## config.mk

```make
export PLATFORM = sky130hd
export DESIGN_NAME = icache_ctrl_flat
export DESIGN_NICKNAME = d
export VERILOG_FILES = /design/src/rtl/icache_ctrl_if.sv /design/src/rtl/icache_ctrl.sv /design/src/flat_wrapper.sv
export SDC_FILE = /design/constraint.sdc
export NUM_CORES = 1
export LEC_CHECK = 0
export ABC_AREA = 1
export CAP_MARGIN = 20
export CORE_MARGIN = 5
export CORE_UTILIZATION = 45
export CTS_CLUSTER_DIAMETER = 80
export DETAILED_ROUTE_END_ITERATION = 8
export RECOVER_POWER = 100
export SLEW_MARGIN = 5
export SYNTH_ARGS = -nofsm -noshare
export SYNTH_HDL_FRONTEND = slang
export SYNTH_SLANG_ARGS = --single-unit
export TNS_END_PERCENT = 5
```

## constraint.sdc

```tcl
create_clock -name clk -period 6.1 [get_ports clk]
set_input_delay 0.61 -clock clk [delete_from_list [all_inputs] [get_ports clk]]
set_output_delay 0.61 -clock clk [all_outputs]
set_load 0.005 [all_outputs]
```

## src/rtl/icache_ctrl_if.sv

```systemverilog
// Fetch-side and refill-side signals of the instruction cache controller.
// The ICACHE_STATS_EN macro adds the hit_count/miss_count statistics outputs.
interface icache_ctrl_if;
   logic [31:0] pc_in;
   logic        inv;
   logic [31:0] instr;
   logic        valid;
   logic        mem_req;
   logic [31:0] mem_addr;
   logic [31:0] mem_rdata;
   logic        mem_ack;
`ifdef ICACHE_STATS_EN
   logic [31:0] hit_count;
   logic [31:0] miss_count;

   modport slave  (input  pc_in, inv, mem_rdata, mem_ack,
                   output instr, valid, mem_req, mem_addr, hit_count, miss_count);
   modport master (output pc_in, inv, mem_rdata, mem_ack,
                   input  instr, valid, mem_req, mem_addr, hit_count, miss_count);
`else
   modport slave  (input  pc_in, inv, mem_rdata, mem_ack,
                   output instr, valid, mem_req, mem_addr);
   modport master (output pc_in, inv, mem_rdata, mem_ack,
                   input  instr, valid, mem_req, mem_addr);
`endif
endinterface

```

## src/rtl/icache_ctrl.sv

```systemverilog
// Direct-mapped, one-word-per-line instruction cache controller with a single refill port.
// Optional ICACHE_STATS_EN macro enables saturating hit/miss counters.
module icache_ctrl #(
   parameter int unsigned LINES = 16
) (
   input logic          clk,
   input logic          rst,
   icache_ctrl_if.slave bus
);
   localparam int unsigned IDX  = $clog2(LINES);
   localparam int unsigned TAGW = 30 - IDX;
   localparam logic [31:0] NOP  = 32'h0000_0013;

   typedef enum logic {IDLE, REFILL} state_t;

   state_t            state, state_nx;
   logic [LINES-1:0]  line_valid;
   logic [TAGW-1:0]   tag_mem  [LINES];
   logic [31:0]       data_mem [LINES];
   logic [31:2]       miss_pc, miss_pc_nx;

   logic [IDX-1:0]    idx, fill_idx;
   logic [TAGW-1:0]   tag;
   logic              hit;
   logic              valid_nx, req_nx, fill_en, hit_ev, miss_ev;
   logic [31:0]       instr_nx;
   logic              unused_pc_lsb;

   assign idx           = bus.pc_in[IDX+1:2];
   assign tag           = bus.pc_in[31:IDX+2];
   assign fill_idx      = miss_pc[IDX+1:2];
   assign hit           = line_valid[idx] && (tag_mem[idx] == tag);
   assign bus.mem_addr  = {miss_pc, 2'b00};
   assign unused_pc_lsb = ^bus.pc_in[1:0];

   always_ff @(posedge clk or posedge rst) begin
      if (rst) state <= IDLE;
      else     state <= state_nx;
   end

   always_comb begin
      state_nx   = state;
      valid_nx   = 1'b0;
      instr_nx   = bus.instr;
      req_nx     = bus.mem_req;
      miss_pc_nx = miss_pc;
      fill_en    = 1'b0;
      hit_ev     = 1'b0;
      miss_ev    = 1'b0;
      unique case (state)
         IDLE: begin
            if (!bus.inv) begin
               if (hit) begin
                  valid_nx = 1'b1;
                  instr_nx = data_mem[idx];
                  hit_ev   = 1'b1;
               end else begin
                  miss_pc_nx = bus.pc_in[31:2];
                  req_nx     = 1'b1;
                  state_nx   = REFILL;
                  miss_ev    = 1'b1;
               end
            end
         end
         REFILL: begin
            if (bus.mem_ack) begin
               state_nx = IDLE;
               req_nx   = 1'b0;
               // A concurrent invalidate discards the refill; a moved pc still fills the line.
               if (!bus.inv) begin
                  fill_en = 1'b1;
                  if (bus.pc_in[31:2] == miss_pc) begin
                     valid_nx = 1'b1;
                     instr_nx = bus.mem_rdata;
                  end
               end
            end
         end
         default: state_nx = IDLE;
      endcase
   end

   always_ff @(posedge clk or posedge rst) begin
      if (rst) begin
         bus.valid   <= 1'b0;
         bus.instr   <= NOP;
         bus.mem_req <= 1'b0;
         miss_pc     <= '0;
      end else begin
         bus.valid   <= valid_nx;
         bus.instr   <= instr_nx;
         bus.mem_req <= req_nx;
         miss_pc     <= miss_pc_nx;
      end
   end

   always_ff @(posedge clk or posedge rst) begin
      if (rst)          line_valid <= '0;
      else if (bus.inv) line_valid <= '0;
      else if (fill_en) line_valid[fill_idx] <= 1'b1;
   end

   always_ff @(posedge clk) begin
      if (fill_en) begin
         tag_mem[fill_idx]  <= miss_pc[31:IDX+2];
         data_mem[fill_idx] <= bus.mem_rdata;
      end
   end

`ifdef ICACHE_STATS_EN
   always_ff @(posedge clk or posedge rst) begin
      if (rst) begin
         bus.hit_count  <= '0;
         bus.miss_count <= '0;
      end else begin
         if (hit_ev && bus.hit_count != '1)   bus.hit_count  <= bus.hit_count + 32'd1;
         if (miss_ev && bus.miss_count != '1) bus.miss_count <= bus.miss_count + 32'd1;
      end
   end
`else
   logic unused_ev;
   assign unused_ev = hit_ev ^ miss_ev;
`endif

endmodule
```

## src/flat_wrapper.sv

```systemverilog
// flat-port wrapper written by rule: the top's interface ports become plain ports
module icache_ctrl_flat 
#(
   parameter int unsigned LINES = 16
)
  (clk, rst, bus_pc_in, bus_inv, bus_mem_rdata, bus_mem_ack, bus_instr, bus_valid, bus_mem_req, bus_mem_addr);
  icache_ctrl_if bus_i ();
  input logic clk;
  input logic rst;
  input wire logic [$bits(bus_i.pc_in)-1:0] bus_pc_in;
  input wire logic [$bits(bus_i.inv)-1:0] bus_inv;
  input wire logic [$bits(bus_i.mem_rdata)-1:0] bus_mem_rdata;
  input wire logic [$bits(bus_i.mem_ack)-1:0] bus_mem_ack;
  output wire logic [$bits(bus_i.instr)-1:0] bus_instr;
  output wire logic [$bits(bus_i.valid)-1:0] bus_valid;
  output wire logic [$bits(bus_i.mem_req)-1:0] bus_mem_req;
  output wire logic [$bits(bus_i.mem_addr)-1:0] bus_mem_addr;
  assign bus_i.pc_in = bus_pc_in;
  assign bus_i.inv = bus_inv;
  assign bus_i.mem_rdata = bus_mem_rdata;
  assign bus_i.mem_ack = bus_mem_ack;
  assign bus_instr = bus_i.instr;
  assign bus_valid = bus_i.valid;
  assign bus_mem_req = bus_i.mem_req;
  assign bus_mem_addr = bus_i.mem_addr;
  icache_ctrl #(.LINES(LINES)) u_core (.clk(clk), .rst(rst), .bus(bus_i));
endmodule
```

==> results.sh <==
export IMPL_period_share=0.781
export IMPL_dr_total_vias=26849
export IMPL_synth_top_family_by_area="simple AND/OR/NAND/NOR gates"
export IMPL_antenna_found_initial=12
export IMPL_cts_hold_buffers=0
export IMPL_synth_top_cell_area_share=0.677
export IMPL_synth_top_cells_by_count="edfxtp_1 (928), nand2_1 (718), nor2_1 (437)"
export IMPL_ys_ff_latch=1009
export IMPL_die_w_um=313
export IMPL_drc=0
export IMPL_dpl_hpwl_um=56900
export IMPL_violations="capacitance limit, slew limit"
export IMPL_vdd_drop_max_mv=0.244
export IMPL_nFillCells=7796
export IMPL_stdcell_count=4855
export IMPL_critical_path_class="in -> reg"
export IMPL_start_kind="input pin"
export IMPL_via_per_inst=5.53
export IMPL_maxCapViolCount=28
export IMPL_synth_area_leader_cell="edfxtp_1"
export IMPL_die_y_um=313
export IMPL_yosysMostFrequentCell="edfxtp_1"
export IMPL_rows=111
export IMPL_coreArea_um2=91200
export IMPL_grt_usage=0.221
export IMPL_slew_viol_final=761
export IMPL_p_leak_nw=17.3
export IMPL_synthMuxAreaShare=0
export IMPL_syn2layout_area_growth_pct=14.7
export IMPL_gp_congestion=0.811
export IMPL_drt_wl_total_um=110000
export IMPL_yosys_cell_types_count=38
export IMPL_synthXorXnorAreaFrac=0.00298
export IMPL_synth_flop_cell="edfxtp_1"
export IMPL_wl_per_cell_um=22.6
export IMPL_placed_cells=4651
export IMPL_synth_adder_area_share=0
export IMPL_overflow=0
export IMPL_yosys_warnings=0
export IMPL_rrSetupSlack_ps=1660
export IMPL_rsz0062_at_grt="false"
export IMPL_start_util=0.451
export IMPL_rr_worst_depth=5
export IMPL_fin_skew_ps=28.4
export IMPL_final_util=0.518
export IMPL_synth_area_um2=41200
export IMPL_clock_path_buffers=3
export IMPL_avgSynthCellArea_um2=11.8
export IMPL_design_area_um2=47200
export IMPL_crit_path_end_kind="flip-flop"
export IMPL_r2r_start="u_core.state$_DFF_PP0_"
export IMPL_min_path_type="reg -> reg"
export IMPL_antenna_left=0
export IMPL_fmax_mhz=210
export IMPL_final_hold_viol_count=0
export IMPL_synthCells=3494
export IMPL_cp_arrival_ps=5050
export IMPL_synth_edf_count=928
export IMPL_hp_start="u_core.bus.instr[1]$_DFFE_PP1P_"
export IMPL_worstHoldEndpoint="u_core.bus.instr[1]$_DFFE_PP1P_"
export IMPL_cts_setup_buffers=0
export IMPL_numPortBuffers=129
export IMPL_setup_viol_count_final=0
export IMPL_ys_seq_area_frac=0.726
export IMPL_synthArstFlopShare=0.0803
export IMPL_cts_root_buf="clkbuf_16"
export IMPL_grt_max_degree=239
export IMPL_clock_sink_count=1009
export IMPL_post_cts_resized=0
export IMPL_tightestPinTransition_ps=3300
export IMPL_cts_tree="yes"
export IMPL_h_tree_depth=3
export IMPL_grt_pass1_wl_um=165000
export IMPL_slew_headroom=-1.20
export IMPL_power_density_nw_per_um2=335
export IMPL_final_setup_tns_ps=0
export IMPL_synth_compound_area_frac=0.0808
export IMPL_timing_final_crit_period_ps=4770
export IMPL_yosys_area_share_simple=0.148
export IMPL_r2r_end="u_core.data_mem[0][23]$_DFFE_PP_"
export IMPL_ios=134
export IMPL_run_status="finished, violations left"
export IMPL_critPathRequiredTime_ps=6380
export IMPL_synth_area_leaders="edfxtp_1 (68%), nand2_1 (6.5%), dfrtp_1 (4.7%)"
export IMPL_grt_pass1_vias=25669
export IMPL_cts_buffers=105
export IMPL_cp_max_fo=20
export IMPL_dpl_cell_area_um2=43700
export IMPL_drive_above_1_share=0.0622
export IMPL_clkSlewWorstSetupHoldPaths_ps=60
export IMPL_nNetsFinal=3640
export IMPL_clock_latency_ps=690
export IMPL_die_area_um2=97700
export IMPL_hold_depth=2
export IMPL_first_iter_violations=2678
export IMPL_firstDrtPassIters=6
-- logic make-up after synthesis --
kind of cell	after synthesis
xor+xnor	14
buf+inv	412
simple gates	1504
other cells	1
compound gates	554
flops	1009
-- per-stage QoR --
stage	total power, mW	hold WS, ps	worst slack (ps)
2_1_floorplan	8.70	451	1990
3_3_place_gp	9.28	456	1740
3_5_place_dp	9.29	455	1720
4_1_cts	16.0	413	2430
5_1_grt	16.4	471	1120
6_report	15.8	459	1330
-- worst max-delay path by stage --
stage | start | end | slack, ps | depth (start not counted)
after floorplan | bus_inv | u_core.data_mem[12][0]$_DFFE_PP_ | 1990 | 4
after global placement | bus_pc_in[3] | u_core.bus.instr[24]$_DFFE_PP0P_ | 1740 | 18
after detailed placement | bus_pc_in[3] | u_core.bus.instr[17]$_DFFE_PP0P_ | 1720 | 18
after CTS | bus_pc_in[3] | u_core.bus.instr[21]$_DFFE_PP0P_ | 2430 | 18
after global routing | bus_mem_ack | u_core.data_mem[5][23]$_DFFE_PP_ | 1120 | 6
final | bus_mem_ack | u_core.data_mem[0][23]$_DFFE_PP_ | 1330 | 6
-- worst max-delay path: stages --
cell and delay, ps:
dlygate4sd3_1 680, nand2_1 250, nor2_1 230, nand3_1 180
nor2_1 2180, clkbuf_1 900
-- flip-flops by register name, summed over array words and instances (netlist names) --
name	flops
u_core.bus.mem_req	1
u_core.state	1
u_core.bus.instr	32
u_core.line_valid	16
u_core.bus.valid	1
u_core.data_mem	512
u_core.miss_pc	30
u_core.tag_mem	416
-- layer usage --
layer / part of all wire / vias up / routed length (um) / global-route usage
met5: 0.00037 / - / 41 / 0
met4: 0.032 / 6 / 3540 / 0.0717
met3: 0.072 / 226 / 7880 / 0.0396
met2: 0.46 / 942 / 50500 / 0.350
met1: 0.44 / 13173 / 47800 / 0.314
li1: - / 12502 / - / -
-- final cells by class --
cell class | instances | area, um2 | share of cell area
clock inverters | 60 | 826 | 0.0175
multi-input cells | 2074 | 9620 | 0.204
clock buffers | 138 | 2860 | 0.0606
diodes | 6 | 15.0 | 0.000318
flip-flops and latches | 1009 | 29900 | 0.633
well taps | 1186 | 1480 | 0.0314
inverters | 190 | 733 | 0.0155
repair buffers | 192 | 1790 | 0.0380
-- cells in the final DEF, fill, tap and decap left out, drive strengths merged, types with 25 or more instances in the layout --
cell type and count:
buf 43, clkbuf 162, clkdlybuf4s50 27, clkinv 35, dfrtp 78, dlygate4sd3 98, edfxtp 928, inv 194
nand2 720, nand3 333, nor2 437, o21ai 357, o221ai 109, o22ai 25
-- where the power goes --
group / internal [mW] / leakage (nW) / switching (mW) / total, mW
registers: 7.82 / 9.45 / 0.224 / 8.04
clock network: 4.01 / 1.80 / 2.72 / 6.73
logic: 0.326 / 6.02 / 0.742 / 1.07
total: 12.2 / 17.3 / 3.68 / 15.8
No activity file was read; power rests on OpenSTA's default activity.
